### src/rtl/fifo_drain.sv
// Read-side FIFO controller: credit-limited read strobes, 2-entry output buffer, valid/ack output.
// Define FIFO_DRAIN_BURST_EN to compile in fixed-length bursts with a last flag and flush.
module fifo_drain #(
  parameter int DATA_BITS  = 32,
  parameter int COUNT_BITS = 8,
  parameter int BURST_LEN  = 4
) (
  input  logic                  clk,
  input  logic                  rst,
  input  logic                  fifo_empty,
  input  logic [COUNT_BITS-1:0] fifo_data_count,
  output logic                  fifo_en_r,
  input  logic [DATA_BITS-1:0]  fifo_data_r,
  input  logic                  flush,
  output logic [DATA_BITS-1:0]  out_data,
  output logic                  out_valid,
  input  logic                  out_ack,
  output logic                  out_last,
  output logic                  busy
);

  logic [1:0]           occ;
  logic [1:0]           occ_pop;
  logic [1:0]           held;
  logic                 vld_p1;
  logic                 last_p1;
  logic                 pop;
  logic                 credit_ok;
  logic                 burst_ok;
  logic                 tag_last;
  logic                 wr_tail;
  logic [DATA_BITS-1:0] head_data;
  logic [DATA_BITS-1:0] tail_data;
  logic                 head_last;
  logic                 tail_last;

  assign pop       = out_valid & out_ack;
  assign occ_pop   = occ - {1'b0, pop};
  // Words the buffer is committed to after this cycle's pop; never exceed two.
  assign held      = occ_pop + {1'b0, vld_p1};
  assign credit_ok = !fifo_empty && (held < 2'd2);
  assign fifo_en_r = !rst && credit_ok && burst_ok;

  // Stage p0 -> p1: read issued, data returns from the FIFO next cycle
  always_ff @(posedge clk) begin
    if (rst) begin
      vld_p1 <= 1'b0;
      occ    <= 2'd0;
    end else begin
      vld_p1 <= fifo_en_r;
      occ    <= held;
    end
  end

  always_ff @(posedge clk) begin
    last_p1 <= tag_last;
  end

  // Stage p1 -> buffer: capture behind any surviving entry so order is kept
  assign wr_tail = (occ_pop != 2'd0);

  always_ff @(posedge clk) begin
    if (pop) begin
      head_data <= tail_data;
      head_last <= tail_last;
    end
    if (vld_p1) begin
      if (wr_tail) begin
        tail_data <= fifo_data_r;
        tail_last <= last_p1;
      end else begin
        head_data <= fifo_data_r;
        head_last <= last_p1;
      end
    end
  end

  assign out_valid = (occ != 2'd0);
  assign out_data  = out_valid ? head_data : '0;
  assign out_last  = out_valid & head_last;

`ifdef FIFO_DRAIN_BURST_EN
  localparam logic [1:0] IDLE   = 2'd0;
  localparam logic [1:0] RUN    = 2'd1;
  localparam logic [1:0] FINISH = 2'd2;
  localparam logic [COUNT_BITS-1:0] BURST_CNT = COUNT_BITS'(BURST_LEN);

  logic [1:0]            state;
  logic [COUNT_BITS-1:0] rem;

  assign burst_ok = (state == RUN);
  assign tag_last = (rem == COUNT_BITS'(1));
  assign busy     = (state != IDLE);

  always_ff @(posedge clk) begin
    if (rst) begin
      state <= IDLE;
      rem   <= '0;
    end else begin
      case (state)
        IDLE: begin
          // A full burst wins over a flush request.
          if (fifo_data_count >= BURST_CNT) begin
            rem   <= BURST_CNT;
            state <= RUN;
          end else if (flush && !fifo_empty) begin
            rem   <= fifo_data_count;
            state <= RUN;
          end
        end
        RUN: begin
          if (fifo_en_r) begin
            rem <= rem - COUNT_BITS'(1);
            if (tag_last) state <= FINISH;
          end
        end
        FINISH: begin
          if (pop && out_last) state <= IDLE;
        end
        default: state <= IDLE;
      endcase
    end
  end
`else
  logic unused_inputs;

  assign burst_ok      = 1'b1;
  assign tag_last      = 1'b0;
  assign busy          = (occ != 2'd0) | vld_p1;
  assign unused_inputs = ^{flush, fifo_data_count};
`endif

endmodule

### config.mk
export PLATFORM = sky130hd
export DESIGN_NAME = fifo_drain
export DESIGN_NICKNAME = d
export VERILOG_FILES = /design/src/rtl/fifo_drain.sv
export SDC_FILE = /design/constraint.sdc
export NUM_CORES = 1
export LEC_CHECK = 0
export BUFFER_PORTS_ARGS = -buffer_cell sky130_fd_sc_hd__buf_2
export CAP_MARGIN = 20
export CORE_AREA = 2 2 89 91
export CTS_BUF_LIST = sky130_fd_sc_hd__clkbuf_8 sky130_fd_sc_hd__clkbuf_16
export DETAILED_ROUTE_END_ITERATION = 7
export DIE_AREA = 0 0 91 93
export PLACE_DENSITY = 0.59
export SYNTH_ARGS = -nofsm -noshare
export SYNTH_HDL_FRONTEND = slang
export SYNTH_SLANG_ARGS = --single-unit
export TNS_END_PERCENT = 30
### constraint.sdc
create_clock -name clk -period 2.25 [get_ports clk]
set_input_delay 0.3375 -clock clk [delete_from_list [all_inputs] [get_ports clk]]
set_output_delay 0.3375 -clock clk [all_outputs]
set_load 0.01 [all_outputs]
==> results of run 1 <==
## placed cells by master, fill, tap and decap left out
master	n
sky130_fd_sc_hd__clkinvlp_4	1
sky130_fd_sc_hd__ha_1	1
sky130_fd_sc_hd__and2_1	33
sky130_fd_sc_hd__nor4_2	1
sky130_fd_sc_hd__nor2b_4	1
sky130_fd_sc_hd__buf_12	2
sky130_fd_sc_hd__nor4_1	1
sky130_fd_sc_hd__buf_2	71
sky130_fd_sc_hd__or3b_2	1
sky130_fd_sc_hd__clkinv_2	3
sky130_fd_sc_hd__mux2_2	35
sky130_fd_sc_hd__and3_1	1
sky130_fd_sc_hd__o21a_2	1
sky130_fd_sc_hd__or2_2	1
sky130_fd_sc_hd__inv_1	3
sky130_fd_sc_hd__buf_4	4
sky130_fd_sc_hd__o21ba_2	1
sky130_fd_sc_hd__o21a_1	1
sky130_fd_sc_hd__mux2_4	29
sky130_fd_sc_hd__clkbuf_8	9
sky130_fd_sc_hd__nor2b_1	1
sky130_fd_sc_hd__dfxtp_1	35
sky130_fd_sc_hd__or3_2	1
sky130_fd_sc_hd__and2b_2	1
sky130_fd_sc_hd__nor3_2	1
sky130_fd_sc_hd__o21ai_4	1
sky130_fd_sc_hd__dfxtp_4	1
sky130_fd_sc_hd__bufinv_16	1
sky130_fd_sc_hd__edfxtp_1	32
sky130_fd_sc_hd__a21o_2	1
## metal layers
layer,vias to the layer above,wire length [um],GRT usage [%]
met3,6,343,4.67
met5,-,0,0
met1,801,2260,15.1
met2,47,2420,20.9
met4,0,71,6.06
li1,840,-,-
## cell type report
type	instances	area (um^2)	share of cell area (%)
tap	102	128	3.53
timing repair buffer	77	425	11.8
sequential	68	1690	46.7
clock buffer	9	124	3.43
inverter	1	3.75	0.104
clock inverter	7	60.1	1.66
multi-input combinational	113	1190	32.8
## sequential cells by signal, indices dropped and copies added, names as in the netlist
name,flops
head_last,1
vld_p1,1
tail_data,32
occ,2
head_data,32
## power breakdown
| part | total (W) | switching (W) | internal (W) |
|---|---|---|---|
| Sequential | 0.00149 | 0.0000530 | 0.00144 |
| Combinational | 0.000542 | 0.000179 | 0.000364 |
| Clock | 0.000942 | 0.000444 | 0.000498 |
| Total | 0.00297 | 0.000675 | 0.00230 |
## worst paths after layout
path | from | end | slack (ps) | cells after the start
hold / removal | fifo_data_r[21] | tail_data[21]$_DFFE_PP_ | 190 | 1
setup reg to reg | occ[1]$_SDFF_PP0_ | head_data[3]$_DFF_P_ | 400 | 4
setup / recovery | occ[0]$_SDFF_PP0_ | fifo_en_r | 70 | 6
hold reg to reg | head_last$_DFF_P_ | head_last$_DFF_P_ | 480 | 1
## stage by stage
step,power (W),hold slack (ps)
3_3_place_gp,0.00205,462
6_report,0.00297,186
5_1_grt,0.00314,166
3_5_place_dp,0.00207,462
4_1_cts,0.00302,163
2_1_floorplan,0.00193,409
## timing repair
item	in CTS	in global routing
resized for setup	3	1
setup buffers	0	1
pin swaps	0	0
setup endpoints to repair	1	1
## logic make-up after synthesis
family | count (synthesis)
flip-flops | 68
adder cells (fa/ha/maj) | 1
multiplexers | 64
AND/OR/NAND/NOR | 43
buffers and inverters | 12
AO/OA/AOI/OAI | 5
==> metrics.txt, run 1 <==
area leader, netlist=sky130_fd_sc_hd__edfxtp_1; ys flop type=sky130_fd_sc_hd__dfxtp_1; post-CTS clock slew at the launch and capture registers of the worst setup and hold paths=70 ps; result of the run=finished, final reports clean; finished layout cell area=between 3000 and 4000 um^2; TritonCTS Buffers=9; worst-path cell chain=and2b_2 -> a21o_2 -> ha_1 -> o21a_1 -> nor4_2 -> buf_2; Setup Viol. Count Final=0; post-synth cell types=24; net count of the mapped netlist=~240; xor-xnor portion of the synthesized cell area=0%; Remaining DRCs=0; GPL Wtd Cong=0.638; total placed cells including tap cells=360; Data required, critical path=between 1500 and 2000 ps; standard-cell rows=32; worst-case clock buffer depth=2; wire length per cell=~14 um; most frequent cell after synthesis=sky130_fd_sc_hd__dfxtp_1; power per standard cell area=823 nW/um^2; Critical Path AT=between 1500 and 2000 ps; worst vdd rail ir drop=0.000477 V; overall routing resource usage=12.8%; critical path type=flop to output pin; multiplexer fraction of the synthesized cell area=approximately 28%; largest net degree at the start of global routing=33; most area-consuming cells after synthesis=sky130_fd_sc_hd__edfxtp_1 33%, sky130_fd_sc_hd__dfxtp_1 25%, sky130_fd_sc_hd__mux2_4 15%; setup slack at placement=around 280 ps; dominant delay contributor by cell family on the critical path=simple AND/OR/NAND/NOR gates; number of register bits inferred by synthesis=68; number of violations reported at the end of detailed-routing iteration 0=36; minimum clock period after layout=~2200 ps; Total Negative Setup Slacks=0 ps; number of global-route vias before repair=1710; average footprint of a synthesized cell=approximately 15 um^2; total leakage power=around 1.6 nW; standard cell with the maximum stage delay on the critical path=sky130_fd_sc_hd__dfxtp_4; placed inst area=around 3400 um^2; Netlist Area Pre-Place=slightly below 3000 um^2; number of buffer and inverter instances along the worst setup path=1; post-synthesis adder-cell area fraction=less than 1%; final worst clock skew=7.00 ps; area fraction in compound gates after synthesis=around 1.4%; sinks on the clock net=68; post-detailed-route count of antenna-violating nets=0; largest stage delay on the critical path=between 300 and 400 ps; number of synthesized flops with an enable pin=32; Layout Cells excl Fill=around 380; post-route setup slack=approximately 67 ps; final hold vios=0; proportion of synthesized chip area in sequential cells=between 50% and 60%; most numerous cell types in the synthesized netlist=36 x sky130_fd_sc_hd__dfxtp_1, 35 x sky130_fd_sc_hd__mux2_2, 33 x sky130_fd_sc_hd__and2_1; Skew-Pair Late Insertion Delay=between 300 and 400 ps; highest clock rate=roughly 0.46 GHz; peak fanout along the critical path=5; Post-synth ARST share=0%; die span in x=between 90 and 100 um; number of antenna violations at the first check in global routing=0; die height=~93 um; first-pass iteration count of the detailed router=3; Starting Density=39.0%; type of destination of the critical path=output pin; CTS tree=yes; class of the most critical hold timing path=primary input to flop; largest family of logic cells by synthesized area=multiplexers; max-capacitance violation count=0; Ys Warns=0; Least-Margin Pin Slew=between 500 and 600 ps; io pins=between 80 and 90; number of levels in the clock H-tree=3; cell count after synthesis=~190; growth of design area from synthesis to finish=23.0%; Routed Wire Length=approximately 5.1 mm; number of filler instances in the final layout=733; hold buffer count at cts=0; Yosys top cell area share=between 30% and 40%; Diodes inserted=0; share of cells above drive strength 1=60.7%; wire length of the first global-routing pass=between 8 and 9 mm; final cycle utilization of the critical path=97.0%; core box area=7530 um^2; max-slew violation count=0; total half-perimeter wirelength after legalization and detailed placement=about 3.3 mm; total number of vias=roughly 1700; overflow left after global routing=0; Root Buffer=sky130_fd_sc_hd__clkbuf_8; Finished Core Util=48.0%; relative slew slack=around three fifths; Final Net Count=~320; kind of start point of the critical path=flop; via count normalized by instance count=about 4.5; fraction of the mapped netlist area in simple logic gates=a little under a tenth; area of the die=8460 um^2; count of input and output buffers=71
Power figures use the tool's default switching activity.
==> run 2, diff against run 1 <==
--- a/config.mk
+++ b/config.mk
@@ -5,13 +5,14 @@
 export SDC_FILE = /design/constraint.sdc
 export NUM_CORES = 1
 export LEC_CHECK = 0
+export ABC_AREA = 1
 export BUFFER_PORTS_ARGS = -buffer_cell sky130_fd_sc_hd__buf_2
 export CAP_MARGIN = 20
-export CORE_AREA = 2 2 89 91
+export CORE_AREA = 2 2 85 87
 export CTS_BUF_LIST = sky130_fd_sc_hd__clkbuf_8 sky130_fd_sc_hd__clkbuf_16
 export DETAILED_ROUTE_END_ITERATION = 7
-export DIE_AREA = 0 0 91 93
-export PLACE_DENSITY = 0.59
+export DIE_AREA = 0 0 87 89
+export PLACE_DENSITY = 0.65
 export SYNTH_ARGS = -nofsm -noshare
 export SYNTH_HDL_FRONTEND = slang
 export SYNTH_SLANG_ARGS = --single-unit
==> run 2 against run 1 <==
Net effect:
- setup slack better by 170 ps
- synthesized area increased by 1.9%
- clock skew is 1.9 ps higher
- non-clock buffer count up 3
- design area increased by 0.14%
- critical endpoint is now out_data[29]
==> metrics.txt, run 2 <==
result of the run=finished, final reports clean; average footprint of a synthesized cell=7.96 um^2; number of violations reported at the end of detailed-routing iteration 0=78; first-pass iteration count of the detailed router=4; class of the most critical hold timing path=primary input to flop; total number of vias=between 2000 and 2500; TritonCTS Buffers=9; highest clock rate=roughly 0.50 GHz; cell count after synthesis=approximately 380; worst vdd rail ir drop=0.000440 V; post-CTS clock slew at the launch and capture registers of the worst setup and hold paths=about 60 ps; critical path type=flop to output pin; count of input and output buffers=71; relative slew slack=between 50% and 60%; minimum clock period after layout=between 2000 and 2500 ps; most frequent cells in the layout=103 x sky130_fd_sc_hd__nand2_1, 72 x sky130_fd_sc_hd__inv_1, 71 x sky130_fd_sc_hd__buf_2; standard-cell rows=30; type of destination of the critical path=output pin; Starting Density=~45%; number of antenna violations at the first check in global routing=0; Post-synth ARST share=0%; post-route setup slack=around 230 ps; ys flop type=sky130_fd_sc_hd__dfxtp_1; Root Buffer=sky130_fd_sc_hd__clkbuf_8; Critical Path AT=~1700 ps; Setup Viol. Count Final=0; Post-CTS Setup Inserts=0; share of cells above drive strength 1=a little under a quarter; biggest registers after layout=head_data (32), tail_data (32), occ (2); final hold vios=0; Routed Wire Length=~6.5 mm; area of the die=7740 um^2; Least-Margin Pin Slew=roughly 630 ps; die height=a little under 90 um; Ys Warns=0; worst-case clock buffer depth=2; total leakage power=1.96 nW; overall routing resource usage=between 15 and 20%; power per standard cell area=805 nW/um^2; total length of routed met2 wires=between 3 and 4 mm; setup slack at placement=approximately 570 ps; number of global-route vias before repair=2320; wire length per cell=approximately 12 um; Netlist Area Pre-Place=between 2000 and 3000 um^2; post-synth cell types=18; wire length of the first global-routing pass=10.6 mm; proportion of synthesized chip area in sequential cells=about 56%; Diodes inserted=0; growth of design area from synthesis to finish=20.8%; minimum hold slack=between 150 and 200 ps; die span in x=a little under 90 um; sinks on the clock net=68; hold buffer count at cts=0; peak fanout along the critical path=22; most area-consuming cells after synthesis=sky130_fd_sc_hd__edfxtp_1 32%, sky130_fd_sc_hd__dfxtp_1 24%, sky130_fd_sc_hd__nand2_1 13%; kind of start point of the critical path=flop; Remaining DRCs=0; max-slew violation count=0; met3 routed wirelength=roughly 260 um; number of register bits inferred by synthesis=between 60 and 70; Total Negative Setup Slacks=0 ps; finished layout cell area=between 3000 and 4000 um^2; area leader, netlist=sky130_fd_sc_hd__edfxtp_1; net count of the mapped netlist=between 400 and 500; Skew-Pair Late Insertion Delay=350 ps; io pins=81; most frequent standard cell in the layout excluding fill and tap cells=sky130_fd_sc_hd__nand2_1; CTS tree=yes; largest net degree at the start of global routing=34; total half-perimeter wirelength after legalization and detailed placement=a little under 4 mm; uppermost signal routing layer after detailed routing=met4; wire length the detailed router placed on met1=approximately 2.9 mm; max-capacitance violation count=0; Final Net Count=494; overflow left after global routing=0; post-cts sizing count=0; most frequent cell after synthesis=sky130_fd_sc_hd__nand2_1; Yosys top cell area share=around 32%; number of levels in the clock H-tree=3; Data required, critical path=1910 ps; via count normalized by instance count=approximately 4.6; setup repair after global routing missed its margin=no; GPL Wtd Cong=about 0.74; placed inst area=around 3400 um^2; core box area=6720 um^2; most numerous cell types in the synthesized netlist=103 x sky130_fd_sc_hd__nand2_1, 69 x sky130_fd_sc_hd__inv_1, 67 x sky130_fd_sc_hd__nand3_1; final worst clock skew=~9 ps; final cycle utilization of the critical path=between 80% and 90%; post-detailed-route count of antenna-violating nets=0; number of synthesized flops with an enable pin=32
-- run 2: cell type report --
cell class                 count  area (um^2)
tap                           80          100
multi-input combinational    216          941
clock buffer                  11          151
sequential                    68         1680
fill                         660         3100
timing repair buffer          80          423
inverter                      73          274
clock inverter                 5         46.3
-- run 2: critical path: stages (launching register included) --
cell and delay [ps]:
sky130_fd_sc_hd__dfxtp_1 360, sky130_fd_sc_hd__inv_2 140, sky130_fd_sc_hd__nand2_4 70, sky130_fd_sc_hd__inv_2 330
sky130_fd_sc_hd__buf_4 240, sky130_fd_sc_hd__nor2_1 50, sky130_fd_sc_hd__buf_2 130
-- run 2: logic make-up (layout without fill, tap and decap cells) --
group / after synthesis / count (layout) / share of synthesized area (%)
buffers and inverters: 92 / 169 / 12.8
AND/OR/NAND/NOR: 212 / 212 / 30.0
AO/OA/AOI/OAI: 3 / 3 / 0.627
flip-flops: 68 / 68 / 56.2
adder cells (fa/ha/maj): 1 / 1 / 0.418
-- run 2: final timing paths --
kind,startpoint,end,slack (ps),cells after the start
max reg2reg,occ[1]$_SDFF_PP0_,head_data[10]$_DFF_P_,880,6
max,occ[1]$_SDFF_PP0_,out_data[29],230,6
min reg2reg,head_last$_DFF_P_,head_last$_DFF_P_,450,2
min,rst,occ[1]$_SDFF_PP0_,170,2
-- run 2: layer usage --
layer  vias up  global-route usage, %
met5         -                      0
met3        10                   4.34
met1      1068                   20.9
li1       1293                      -
met4         0                   9.23
met2        59                   31.6
-- run 2: per-stage QoR --
| stage | std cells | power [W] | utilization (%) |
|---|---|---|---|
| floorplan | 376 | 0.00180 | - |
| global placement | 517 | 0.00193 | 50.9 |
| detailed placement | 517 | 0.00194 | 50.9 |
| CTS | 533 | 0.00294 | 53.8 |
| global route | 533 | 0.00308 | 53.8 |
| finish | 533 | 0.00291 | 53.8 |
-- run 2: report_power, final --
group,switching [W],total [W],internal (W)
logic,0.000287,0.000458,0.000171
registers,0.0000312,0.00145,0.00142
clock network,0.000442,0.00100,0.000559
total,0.000760,0.00291,0.00215
==> run 3, diff against run 2 <==
--- a/config.mk
+++ b/config.mk
@@ -6,7 +6,7 @@
 export NUM_CORES = 1
 export LEC_CHECK = 0
 export ABC_AREA = 1
-export BUFFER_PORTS_ARGS = -buffer_cell sky130_fd_sc_hd__buf_2
+export BUFFER_PORTS_ARGS = -buffer_cell sky130_fd_sc_hd__buf_4
 export CAP_MARGIN = 20
 export CORE_AREA = 2 2 85 87
 export CTS_BUF_LIST = sky130_fd_sc_hd__clkbuf_8 sky130_fd_sc_hd__clkbuf_16
==> run 3 against run 2 <==
Net effect:
- via count is 1.5% higher
- sequential share of layout area is 2.0 points lower
- global-route usage down 0.70 points
- die area is the same
- cell count shrank 0.38%
- hold slack improved by 1.8 ps
==> metrics.txt, run 3 (synthesized netlist as in run 2, its figures left out) <==
power per standard cell area=around 750 nW/um^2; count of input and output buffers=slightly above 70; max-capacitance violation count=0; CTS tree=yes; standard cell with the maximum stage delay on the critical path=sky130_fd_sc_hd__dfxtp_1; number of global-route vias before repair=between 2000 and 2500; worst-path cell chain=inv_1 -> nand3_1 -> nand2_1 -> ha_1 -> inv_1 -> nand3_1 -> nand2_1 -> nor2_1 -> buf_4; final worst clock skew=9.12 ps; most frequent cells in the layout=103 x sky130_fd_sc_hd__nand2_1, 76 x sky130_fd_sc_hd__buf_4, 72 x sky130_fd_sc_hd__inv_1; max-slew violation count=0; Least-Margin Pin Slew=approximately 660 ps; Layout Cells excl Fill=roughly 530; peak fanout along the critical path=4; post-route setup slack=259 ps; minimum clock period after layout=1990 ps; Starting Density=44.6%; final cycle utilization of the critical path=between 80% and 90%; Final Net Count=492; FF-to-FF setup slack=between 700 and 800 ps; overflow left after global routing=0; Data required, critical path=approximately 1900 ps; sinks on the clock net=68; class of the most critical hold timing path=primary input to flop; GPL Wtd Cong=about 0.72; share of cells above drive strength 1=roughly 22%; Critical Path AT=roughly 1700 ps; die height=roughly 89 um; kind of start point of the critical path=flop; post-CTS clock slew at the launch and capture registers of the worst setup and hold paths=around 70 ps; first-pass iteration count of the detailed router=6; relative slew slack=a little under three fifths; setup slack at placement=around 470 ps; CP Depth=9; critical path type=flop to output pin; worst-case clock buffer depth=2; hold buffer count at cts=0; wire length of the first global-routing pass=roughly 10 mm; total half-perimeter wirelength after legalization and detailed placement=4.11 mm; wire length per cell=12.2 um; number of buffer and inverter instances along the worst setup path=3; number of levels in the clock H-tree=3; post-cts sizing count=0; highest clock rate=0.502 GHz; standard-cell rows=30; Remaining DRCs=0; core box area=6720 um^2; largest net degree at the start of global routing=35; Diodes inserted=0; TritonCTS Buffers=9; setup repair after global routing missed its margin=no; worst reg-to-reg path cell count=5; Skew-Pair Late Insertion Delay=about 330 ps; growth of design area from synthesis to finish=26.2%; overall routing resource usage=17.5%; number of violations reported at the end of detailed-routing iteration 0=108; total placed cells including tap cells=a little over 500; total number of vias=between 2000 and 2500; most frequent standard cell in the layout excluding fill and tap cells=sky130_fd_sc_hd__nand2_1; largest stage delay on the critical path=390 ps; via count normalized by instance count=roughly 4.6; final hold vios=0; Root Buffer=sky130_fd_sc_hd__clkbuf_8; Routed Wire Length=roughly 6.5 mm; result of the run=finished, final reports clean; number of antenna violations at the first check in global routing=0; worst hold path cell count=2; Total Negative Setup Slacks=0 ps; biggest registers after layout=head_data (32), tail_data (32), occ (2); Setup Viol. Count Final=0; Post-CTS Setup Inserts=0; io pins=roughly 80; area of the die=approximately 7700 um^2; post-detailed-route count of antenna-violating nets=0; worst vdd rail ir drop=between 0.0003 and 0.0004 V; die span in x=87 um; total leakage power=1.99 nW; dominant delay contributor by cell family on the critical path=simple AND/OR/NAND/NOR gates; type of destination of the critical path=output pin
==> run 3: cell count changes in the layout (fill, tap and decap cells not counted), sizes merged <==
| cell | delta |
|---|---|
| bufinv | -1 |
| clkinv | +1 |
| buf | -2 |
==> run 3: layout make-up <==
type / instances / area (um^2)
Clock buffer: 11 / 151
Clock inverter: 5 / 20.0
Fill cell: 657 / 2940
Inverter: 73 / 274
Multi-Input combinational cell: 216 / 941
Sequential cell: 68 / 1680
Tap cell: 80 / 100
Timing Repair Buffer: 78 / 611
==> run 3: worst register-to-register path, delay by kind of cell (launching register included) <==
kind / cells / cell delay (ps)
buffers and inverters: 1 / 260
AOI/OAI and AO/OA: 1 / 540
DFF: 1 / 370
and+or+nand+nor: 3 / 200
==> run 3: routing by layer <==
layer / routed length (um) / track usage, %
met5: 0 / 0
met3: 215 / 3.42
met2: 3150 / 29.7
met1: 2980 / 21.2
met4: 126 / 8.66
==> run 3: stage by stage <==
stage               util, %  hold WS, ps  cell area (um^2)  total power, W
floorplan                 -          409              3000         0.00180
global placement       53.7          431              3610         0.00198
detailed placement     53.7          432              3610         0.00199
CTS                    56.2          153              3780         0.00285
global route           56.2          158              3780         0.00298
finish                 56.2          170              3780         0.00282
==> run 3: worst paths after layout <==
check                                       start                   end
worst min register to register  head_last$_DFF_P_     head_last$_DFF_P_
worst max-delay path            occ[0]$_SDFF_PP0_             fifo_en_r
worst max register to register  occ[1]$_SDFF_PP0_  head_data[3]$_DFF_P_
worst min-delay path                          rst     occ[0]$_SDFF_PP0_
==> run 3: where the power goes <==
group          internal (W)  switching (W)  leakage, nW
registers           0.00142      0.0000306        0.591
logic              0.000212       0.000291         1.29
clock network      0.000443       0.000426        0.101
